`config.mk`:
```
export PLATFORM = sky130hd
export DESIGN_NAME = div_unit_flat
export DESIGN_NICKNAME = d
export VERILOG_FILES = /design/src/rtl/div_unit_if.sv /design/src/rtl/div_unit.sv /design/src/flat_wrapper.sv
export SDC_FILE = /design/constraint.sdc
export NUM_CORES = 1
export LEC_CHECK = 0
export CAP_MARGIN = 20
export CELL_PAD_IN_SITES_DETAIL_PLACEMENT = 1
export CELL_PAD_IN_SITES_GLOBAL_PLACEMENT = 1
export CORE_MARGIN = 1.5
export CORE_UTILIZATION = 42
export CTS_BUF_LIST = sky130_fd_sc_hd__clkbuf_16
export DETAILED_ROUTE_END_ITERATION = 6
export GPL_TIMING_DRIVEN = 0
export HOLD_SLACK_MARGIN = 0.02
export MAX_ROUTING_LAYER = met4
export PLACE_DENSITY = 0.88
export SYNTH_ARGS = -nofsm -noshare
export SYNTH_HDL_FRONTEND = slang
export SYNTH_SLANG_ARGS = --single-unit
```
`constraint.sdc`:
```
create_clock -name clk -period 6.4 [get_ports clk]
set_input_delay 0.64 -clock clk [delete_from_list [all_inputs] [get_ports clk]]
set_output_delay 0.64 -clock clk [all_outputs]
set_load 0.05 [all_outputs]
```
`src/rtl/div_unit_if.sv`:
```
// Divider request/response bundle between the E-stage datapath and div_unit.
interface div_unit_if #(
  parameter int unsigned WIDTH = 32
);
  logic             start;
  logic             signed_div;
  logic [WIDTH-1:0] a;
  logic [WIDTH-1:0] b;
  logic             cancel;
  logic             busy;
  logic             valid;
  logic [WIDTH-1:0] hi;
  logic [WIDTH-1:0] lo;

  modport master (
    output start, signed_div, a, b, cancel,
    input  busy, valid, hi, lo
  );

  modport slave (
    input  start, signed_div, a, b, cancel,
    output busy, valid, hi, lo
  );
endinterface

```
`src/rtl/div_unit.sv`:
```
// Multi-cycle radix-2 restoring divider for MIPS DIV/DIVU.
// Produces the remainder on hi and the quotient on lo, WIDTH iterations per divide.
module div_unit #(
  parameter int unsigned WIDTH = 32
) (
  input logic       clk,
  input logic       rst,
  div_unit_if.slave bus
);
  localparam int unsigned CW = $clog2(WIDTH + 1);

  typedef enum logic [1:0] {StIdle, StRun, StDone} state_e;

  state_e           r_state, w_state_d;
  logic [CW-1:0]    r_count, w_count_d;
  logic [WIDTH-1:0] r_rem, w_rem_d;
  logic [WIDTH-1:0] r_quo, w_quo_d;
  logic [WIDTH-1:0] r_mag_b, w_mag_b_d;
  logic [WIDTH-1:0] r_raw_a, w_raw_a_d;
  logic [WIDTH-1:0] r_hi, w_hi_d;
  logic [WIDTH-1:0] r_lo, w_lo_d;
  logic             r_sa, w_sa_d;
  logic             r_sb, w_sb_d;
  logic             r_zero, w_zero_d;
  logic             r_busy, w_busy_d;
  logic             r_valid, w_valid_d;

  logic             w_sa_in;
  logic             w_sb_in;
  logic [WIDTH:0]   w_shift;
  logic [WIDTH+1:0] w_trial;
  logic             w_borrow;
  logic [WIDTH-1:0] w_rem_nx;
  logic [WIDTH-1:0] w_quo_nx;
  logic             w_unused;

  assign w_sa_in = bus.a[WIDTH-1] & bus.signed_div;
  assign w_sb_in = bus.b[WIDTH-1] & bus.signed_div;

  // Remainder stays below |b|, so the shifted value fits WIDTH+1 bits; the extra MSB is the borrow.
  assign w_shift  = {r_rem, r_quo[WIDTH-1]};
  assign w_trial  = {1'b0, w_shift} - {2'b00, r_mag_b};
  assign w_borrow = w_trial[WIDTH+1];
  assign w_rem_nx = w_borrow ? w_shift[WIDTH-1:0] : w_trial[WIDTH-1:0];
  assign w_quo_nx = {r_quo[WIDTH-2:0], ~w_borrow};
  assign w_unused = w_trial[WIDTH];

  always_comb begin
    w_state_d = r_state;
    w_count_d = r_count;
    w_rem_d   = r_rem;
    w_quo_d   = r_quo;
    w_mag_b_d = r_mag_b;
    w_raw_a_d = r_raw_a;
    w_hi_d    = r_hi;
    w_lo_d    = r_lo;
    w_sa_d    = r_sa;
    w_sb_d    = r_sb;
    w_zero_d  = r_zero;
    w_busy_d  = r_busy;
    w_valid_d = 1'b0;

    case (r_state)
      StIdle: begin
        if (!bus.cancel && bus.start) begin
          w_state_d = StRun;
          w_busy_d  = 1'b1;
          w_count_d = '0;
          w_rem_d   = '0;
          w_sa_d    = w_sa_in;
          w_sb_d    = w_sb_in;
          w_quo_d   = w_sa_in ? -bus.a : bus.a;
          w_mag_b_d = w_sb_in ? -bus.b : bus.b;
          w_raw_a_d = bus.a;
          w_zero_d  = (bus.b == '0);
        end
      end
      StRun: begin
        if (bus.cancel) begin
          w_state_d = StIdle;
          w_busy_d  = 1'b0;
        end else begin
          w_rem_d   = w_rem_nx;
          w_quo_d   = w_quo_nx;
          w_count_d = r_count + 1'b1;
          if (r_count == CW'(WIDTH - 1)) begin
            w_state_d = StDone;
            w_busy_d  = 1'b0;
            w_valid_d = 1'b1;
            // Remainder follows the dividend's sign; divide by zero returns raw a and all ones.
            if (r_zero) begin
              w_hi_d = r_raw_a;
              w_lo_d = '1;
            end else begin
              w_hi_d = r_sa ? -w_rem_nx : w_rem_nx;
              w_lo_d = (r_sa ^ r_sb) ? -w_quo_nx : w_quo_nx;
            end
          end
        end
      end
      StDone: begin
        w_state_d = StIdle;
      end
      default: begin
        w_state_d = StIdle;
        w_busy_d  = 1'b0;
      end
    endcase
  end

  always_ff @(posedge clk) begin
    if (rst) begin
      r_state <= StIdle;
      r_count <= '0;
      r_rem   <= '0;
      r_quo   <= '0;
      r_mag_b <= '0;
      r_raw_a <= '0;
      r_hi    <= '0;
      r_lo    <= '0;
      r_sa    <= 1'b0;
      r_sb    <= 1'b0;
      r_zero  <= 1'b0;
      r_busy  <= 1'b0;
      r_valid <= 1'b0;
    end else begin
      r_state <= w_state_d;
      r_count <= w_count_d;
      r_rem   <= w_rem_d;
      r_quo   <= w_quo_d;
      r_mag_b <= w_mag_b_d;
      r_raw_a <= w_raw_a_d;
      r_hi    <= w_hi_d;
      r_lo    <= w_lo_d;
      r_sa    <= w_sa_d;
      r_sb    <= w_sb_d;
      r_zero  <= w_zero_d;
      r_busy  <= w_busy_d;
      r_valid <= w_valid_d;
    end
  end

  assign bus.busy  = r_busy;
  assign bus.valid = r_valid;
  assign bus.hi    = r_hi;
  assign bus.lo    = r_lo;
endmodule

```
`src/flat_wrapper.sv`:
```
// flat-port wrapper written by rule: the top's interface ports become plain ports
module div_unit_flat 
#(
  parameter int unsigned WIDTH = 32
)
  (clk, rst, bus_start, bus_signed_div, bus_a, bus_b, bus_cancel, bus_busy, bus_valid, bus_hi, bus_lo);
  div_unit_if #(.WIDTH(WIDTH)) bus_i ();
  input logic clk;
  input logic rst;
  input wire logic [$bits(bus_i.start)-1:0] bus_start;
  input wire logic [$bits(bus_i.signed_div)-1:0] bus_signed_div;
  input wire logic [$bits(bus_i.a)-1:0] bus_a;
  input wire logic [$bits(bus_i.b)-1:0] bus_b;
  input wire logic [$bits(bus_i.cancel)-1:0] bus_cancel;
  output wire logic [$bits(bus_i.busy)-1:0] bus_busy;
  output wire logic [$bits(bus_i.valid)-1:0] bus_valid;
  output wire logic [$bits(bus_i.hi)-1:0] bus_hi;
  output wire logic [$bits(bus_i.lo)-1:0] bus_lo;
  assign bus_i.start = bus_start;
  assign bus_i.signed_div = bus_signed_div;
  assign bus_i.a = bus_a;
  assign bus_i.b = bus_b;
  assign bus_i.cancel = bus_cancel;
  assign bus_busy = bus_i.busy;
  assign bus_valid = bus_i.valid;
  assign bus_hi = bus_i.hi;
  assign bus_lo = bus_i.lo;
  div_unit #(.WIDTH(WIDTH)) u_core (.clk(clk), .rst(rst), .bus(bus_i));
endmodule
```
# Word-level counts from Yosys, hierarchy flattened
# Index checks and enable logic that the tools add are counted.
[totals]
register_bits = 205
inputBits = 69
elab_cells = 68
[classes]
add_sub_neg = 6
n_eq_ne = 6
muxes = 25
bitwise_logic = 7
reduce_logical = 11
[op_table]
columns = ["operator", "count"]
rows = [
  ["two-way mux 32 bit", 11],
  ["negator 32 bit", 4],
  ["one-hot mux 32 bit (2 select lines)", 2],
  ["subtractor 33 x 32 -> 34 bit", 1],
  ["zero test 32 bit", 1],
  ["two-way mux 6 bit", 2],
  ["one-hot mux 6 bit (2 select lines)", 1],
  ["AND reduction 3 bit", 3],
  ["adder 6 x 1 -> 6 bit (second input constant)", 1],
  ["== test 6 x 5 -> 1 bit (second input constant)", 1],
  ["two-way mux 2 bit", 3],
  ["two-way mux 1 bit", 4],
  ["inverter 1 bit", 4],
  ["one-hot mux 2 bit (2 select lines)", 1],
  ["AND reduction 2 bit", 2],
  ["inequality test 3 x 2 -> 1 bit (second input constant)", 1],
  ["one-hot mux 1 bit (3 select lines)", 1],
  ["OR reduction 3 bit", 1],
  ["AND 1 bit", 2],
  ["== test 2 x 1 -> 1 bit (second input constant)", 1],
  ["== test 2 bit (second input constant)", 1],
  ["zero test 2 bit", 1],
  ["inequality test 2 x 1 -> 1 bit (second input constant)", 1],
  ["inequality test 2 bit (second input constant)", 1],
  ["other kinds (4)", 4],
]

# Logic depth before layout (Yosys ltp)
[logic_depth]
word_depth = 5
mapped_depth = 24

# Worst setup path after synthesis
# OpenSTA, ideal clock, no wires.
[synth_path]
path_type = "reg2reg"
start = "register u_core.r_rem[0]"
end = "register u_core.r_hi[28], in the netlist u_core.bus.hi[28]"
t_arrival_ns = 5.145
t_required_ns = 6.269
setup_slack_ns = 1.124
path_stages_with_launch = 22
n_path_buf = 4
cell_sequence = "dfxtp_1 > ha_1 > nor2b_1 > o31a_2 > o2111ai_2 > a31oi_4 > or2_2 > buf_2 > buf_2 > buf_2 > clkbuf_1 > o21ai_0 > ha_1 > inv_1 > or3_1 > nor3_1 > a41oi_1 > a211o_1 > or4_4 > o41ai_2 > xor2_1 > o22ai_1"
[synth_between]
elab_chain_cells = 5
[synth_rtl]
columns = ["item", "line_no", "text"]
rows = [
  ["start: declaration", "div_unit.sv:16", "logic [WIDTH-1:0] r_rem, w_rem_d;"],
  ["start signal: assignment", "div_unit.sv:129", "r_rem <= w_rem_d;"],
  ["subtractor 33 x 32 -> 34 bit", "div_unit.sv:42", "assign w_trial = {1'b0, w_shift} - {2'b00, r_mag_b};"],
  ["two-way mux 32 bit *", "div_unit.sv:44", "assign w_rem_nx = w_borrow ? w_shift[WIDTH-1:0] : w_trial[WIDTH-1:0];"],
  ["negator 32 bit", "div_unit.sv:95", "w_hi_d = r_sa ? -w_rem_nx : w_rem_nx;"],
  ["two-way mux 32 bit *", "div_unit.sv:95", ""],
  ["two-way mux 32 bit *", "div_unit.sv:91", "if (r_zero) begin"],
  ["end signal: assignment", "div_unit.sv:133", "r_hi <= w_hi_d;"],
  ["end: declaration", "div_unit.sv:20", "logic [WIDTH-1:0] r_hi, w_hi_d;"],
]
# Mark *: on every way between the ends. The rest lies on a longest branch, timed or not.
# A chain may end at the register's enable or synchronous reset.

# Worst setup path after layout
[layout_path]
start = "register u_core.r_mag_b[30]"
end = "register u_core.r_hi[28], in the netlist u_core.bus.hi[28]"
[layout_between]
elab_chain_cells = 5
[layout_rtl]
columns = ["item", "line_no", "text"]
rows = [
  ["start: declaration", "div_unit.sv:18", "logic [WIDTH-1:0] r_mag_b, w_mag_b_d;"],
  ["start signal: assignment", "div_unit.sv:131", "r_mag_b <= w_mag_b_d;"],
  ["subtractor 33 x 32 -> 34 bit *", "div_unit.sv:42", ""],
  ["two-way mux 32 bit *", "div_unit.sv:44", ""],
  ["negator 32 bit", "div_unit.sv:95", ""],
  ["two-way mux 32 bit *", "div_unit.sv:95", ""],
  ["two-way mux 32 bit *", "div_unit.sv:91", ""],
]
# Marked as above.

==> flow_summary_export.csv <==
group,metric,value,unit
routing,vias_per_cell,6.19,
sta,worst_pin_slew,0.965,ns
yosys,yosys-top-cells-count,"nand2_1, dfxtp_1, nor2_1",
hold_path,hold_path_class,"flip-flop to flip-flop",
sta,period_needed,6.13,ns
yosys,synth_cell_types,75,
setup_path,worstSetupStartpointType,"flip-flop",
clocking,path_clk_slew,0.06,ns
routing,detail_route.wl_per_cell,23.0,um
setup_path,r2r_slack,0.27,ns
setup_path,r2r-start,"u_core.r_mag_b[30]$_SDFFE_PP0P_",
routing,ant_nets,0,
sta,fmax,163,MHz
yosys,yosysMostFrequentCell,"nand2_1",
pwr,leakagePower,0.00544,uW
pwr,ir_drop,179,uV
sta,slew_viol_final,0,
yosys,synth-seq-cells,205,
die,dieArea,0.0311,mm^2
global_route,grt-ovfl-total,0,
global_route,antenna_found_initial,1,
yosys,syn-num-nets,1804,
die,io_pins,135,
yosys,synth_top_area_share,32.5,%
yosys,netlist_top_cells_area,"dfxtp_1, nand2_1, a21oi_1",
yosys,synth_edf_count,0,
clocking,numCtsBuffers,24,
clocking,cts_tree,"built",
placed_design,io_buffers,133,
routing,drtIter0Drc,1138,
die,fp.dieW,176,um
routing,drt-total-wl,52200,um
yosys,yosysSeqAreaShare,32.5,%
clocking,holdBufCountCts,0,
global_route,grt_pass1_vias,14132,
setup_path,crit_type,"flip-flop to flip-flop",
yosys,syn_area_per_cell,7.45,um^2
routing,via_count,14023,
yosys,synth_top_area_cell,"dfxtp_1",
finish,n_antenna_cell,0,
global_route,grt_usage,34.2,%
yosys,synth_flop_cell,"dfxtp_1",
setup_path,r2r_end,"u_core.bus.hi[28]$_SDFFE_PP0P_",
global_route,grt_pass1_wl,80400,um
die,row_count,63,
die,core,0.0296,mm^2
yosys,synthArstFlopShare,0,%
job,cap_violations,0,
setup_path,critPathLaunch,"u_core.r_mag_b[30]$_SDFFE_PP0P_",
die,start_util,42.6,%
sta,setup_viol,0,
sta,final_hold_viol_count,0,
pwr,power.density,221,mW/mm^2
sta,hold_slack,0.464,ns
finish,areaGrowthSynthToFinish,21.4,%
clocking,clock-sinks,205,
placed_design,routabilityCongestion,0.961,
clocking,cts_buffer_depth,3,
routing,first_pass_iters,5,
setup_path,crit_path_end_kind,"flip-flop",
finish,stdcell_count,2267,
placed_design,hpwl,40500,um
routing,route.detailed.drc,0,
die,die_h,176,um
yosys,yosys_warnings,0,
setup_path,cp_max_fo,10,
outcome,status,"finished clean",
finish,final_nets,1969,
clocking,h-tree-depth,1,
setup_path,r2r_cells,21,
finish,fin_util,51.8,%
setup_path,crit_required,6.78,ns
global_route,grt_max_degree,13,
finish,drive_gt1_share,4.58,%
placed_design,numPlacedInstances,2221,
sta,clock_skew,0.0246,ns
sta,fin_crit_sh,95.8,%
clocking,clkLatencyLatePin,0.54,ns
yosys,synth_area,0.0126,mm^2
setup_path,arrival,6.51,ns
setup_path,cp-endpoint,"u_core.bus.hi[28]$_SDFFE_PP0P_",
yosys,postSynthCellCount,1697,
clocking,root_buffer,"clkbuf_16",
sta,relSlewSlack,34.8,%
-- cells in the final DEF, fill, tap and decap left out, types with 5 or more instances in the layout --
cell	instances
a31oi_1	16
nor3b_1	9
mux2i_1	13
or3_1	22
a21o_1	8
or2_2	5
a22oi_1	54
buf_2	5
and2_1	7
o31ai_1	18
o41ai_1	15
o211ai_1	16
clkinv_1	5
buf_4	8
nor3_1	41
ha_1	35
or4_1	10
a21oi_1	155
and3_1	7
clkdlybuf4s50_1	133
clkbuf_1	91
nor2_1	197
inv_1	57
a311oi_1	16
clkbuf_16	24
dfxtp_1	203
xnor2_1	66
nand2b_1	8
nand3_1	19
nand2_1	258
o21ai_0	85
o21ai_1	10
xor2_1	60
nor4_1	16
nand4_1	12
o21bai_1	5
a211oi_1	72
-- state kept, by name, indices dropped and copies added, names as in the netlist --
signal	cells
u_core.r_rem	32
u_core.r_sa	1
u_core.r_raw_a	32
u_core.bus.valid	1
u_core.bus.busy	1
u_core.r_sb	1
u_core.r_state	2
u_core.bus.lo	32
u_core.r_mag_b	32
u_core.r_quo	32
u_core.r_count	6
u_core.bus.hi	32
u_core.r_zero	1
-- final cells by class --
cell class / instances / area (um^2)
repair buffers: 141 / 1390
fillers: 3762 / 14300
plain buffers: 108 / 438
well taps: 390 / 488
clock inverters: 17 / 138
inverters: 53 / 199
multi-input cells: 1329 / 7980
clock buffers: 24 / 601
flip-flops and latches: 205 / 4110
-- worst max-delay path: stages (launching register included) --
cell and delay (ns):
dfxtp_1 0.32, inv_1 0.15, ha_1 0.43, a21o_1 0.24, a211oi_1 0.38, o221ai_4 0.24
or2_2 0.38, clkbuf_4 0.22, buf_4 0.21, buf_4 0.21, clkbuf_4 0.24, o21ai_2 0.24
ha_4 0.22, inv_1 0.07, or3_1 0.36, nor3_1 0.21, a41oi_2 0.12, a211o_1 0.41
or4_4 0.53, o41ai_2 0.32, xor2_1 0.33, o22ai_1 0.12
-- worst min path at each step --
| stage | startpoint | endpoint | slack (ns) | depth (start not counted) |
|---|---|---|---|---|
| after floorplan | u_core.r_raw_a[27]$_SDFFE_PP0P_ | u_core.r_raw_a[27]$_SDFFE_PP0P_ | 0.43 | 2 |
| after global placement | u_core.r_mag_b[25]$_SDFFE_PP0P_ | u_core.r_mag_b[25]$_SDFFE_PP0P_ | 0.44 | 2 |
| after detailed placement | u_core.r_mag_b[31]$_SDFFE_PP0P_ | u_core.r_mag_b[31]$_SDFFE_PP0P_ | 0.45 | 2 |
| after CTS | u_core.r_mag_b[31]$_SDFFE_PP0P_ | u_core.r_mag_b[31]$_SDFFE_PP0P_ | 0.46 | 2 |
| after global routing | u_core.r_raw_a[22]$_SDFFE_PP0P_ | u_core.r_raw_a[22]$_SDFFE_PP0P_ | 0.49 | 2 |
| final | u_core.r_mag_b[25]$_SDFFE_PP0P_ | u_core.r_mag_b[25]$_SDFFE_PP0P_ | 0.46 | 2 |
-- power by group --
group | switching, uW | total (uW) | internal [uW]
logic | 464 | 708 | 244
clock network | 578 | 1340 | 759
registers | 35.9 | 1350 | 1310
total | 1080 | 3390 | 2320
-- timing repair --
item | CTS | global route
setup endpoints to repair | 6 | 9
pin swaps | 0 | 3
setup buffers | 0 | 6
resized for setup | 9 | 18
-- per-stage QoR --
stage	area, um^2	setup TNS, ns	worst slack (ns)	power [uW]
final	15300	0	0.268	3390
after global routing	15300	-0.00521	-0.00521	3500
after CTS	15200	0	0.0239	3360
after detailed placement	14500	-1.18	-0.522	2050
after global placement	14500	-0.873	-0.447	2020
after floorplan	12600	0	1.12	1800
-- cells by family after synthesis --
logic type	synth area share, %
simple gates	22.2
compound gates	26.4
flops	32.5
buf+inv	4.95
xor+xnor	8.73
fa+ha+maj	3.82
mux	1.47
-- routing by layer --
| layer | up-vias | track usage (%) | wire, um |
|---|---|---|---|
| met1 | 6915 | 45.4 | 23000 |
| met2 | 574 | 53.6 | 23500 |
| met3 | 128 | 4.50 | 3830 |
| met4 | 0 | 11.4 | 1860 |
| met5 | - | - | 0 |
| li1 | 6406 | - | - |
Power figures use the tool's default switching activity.
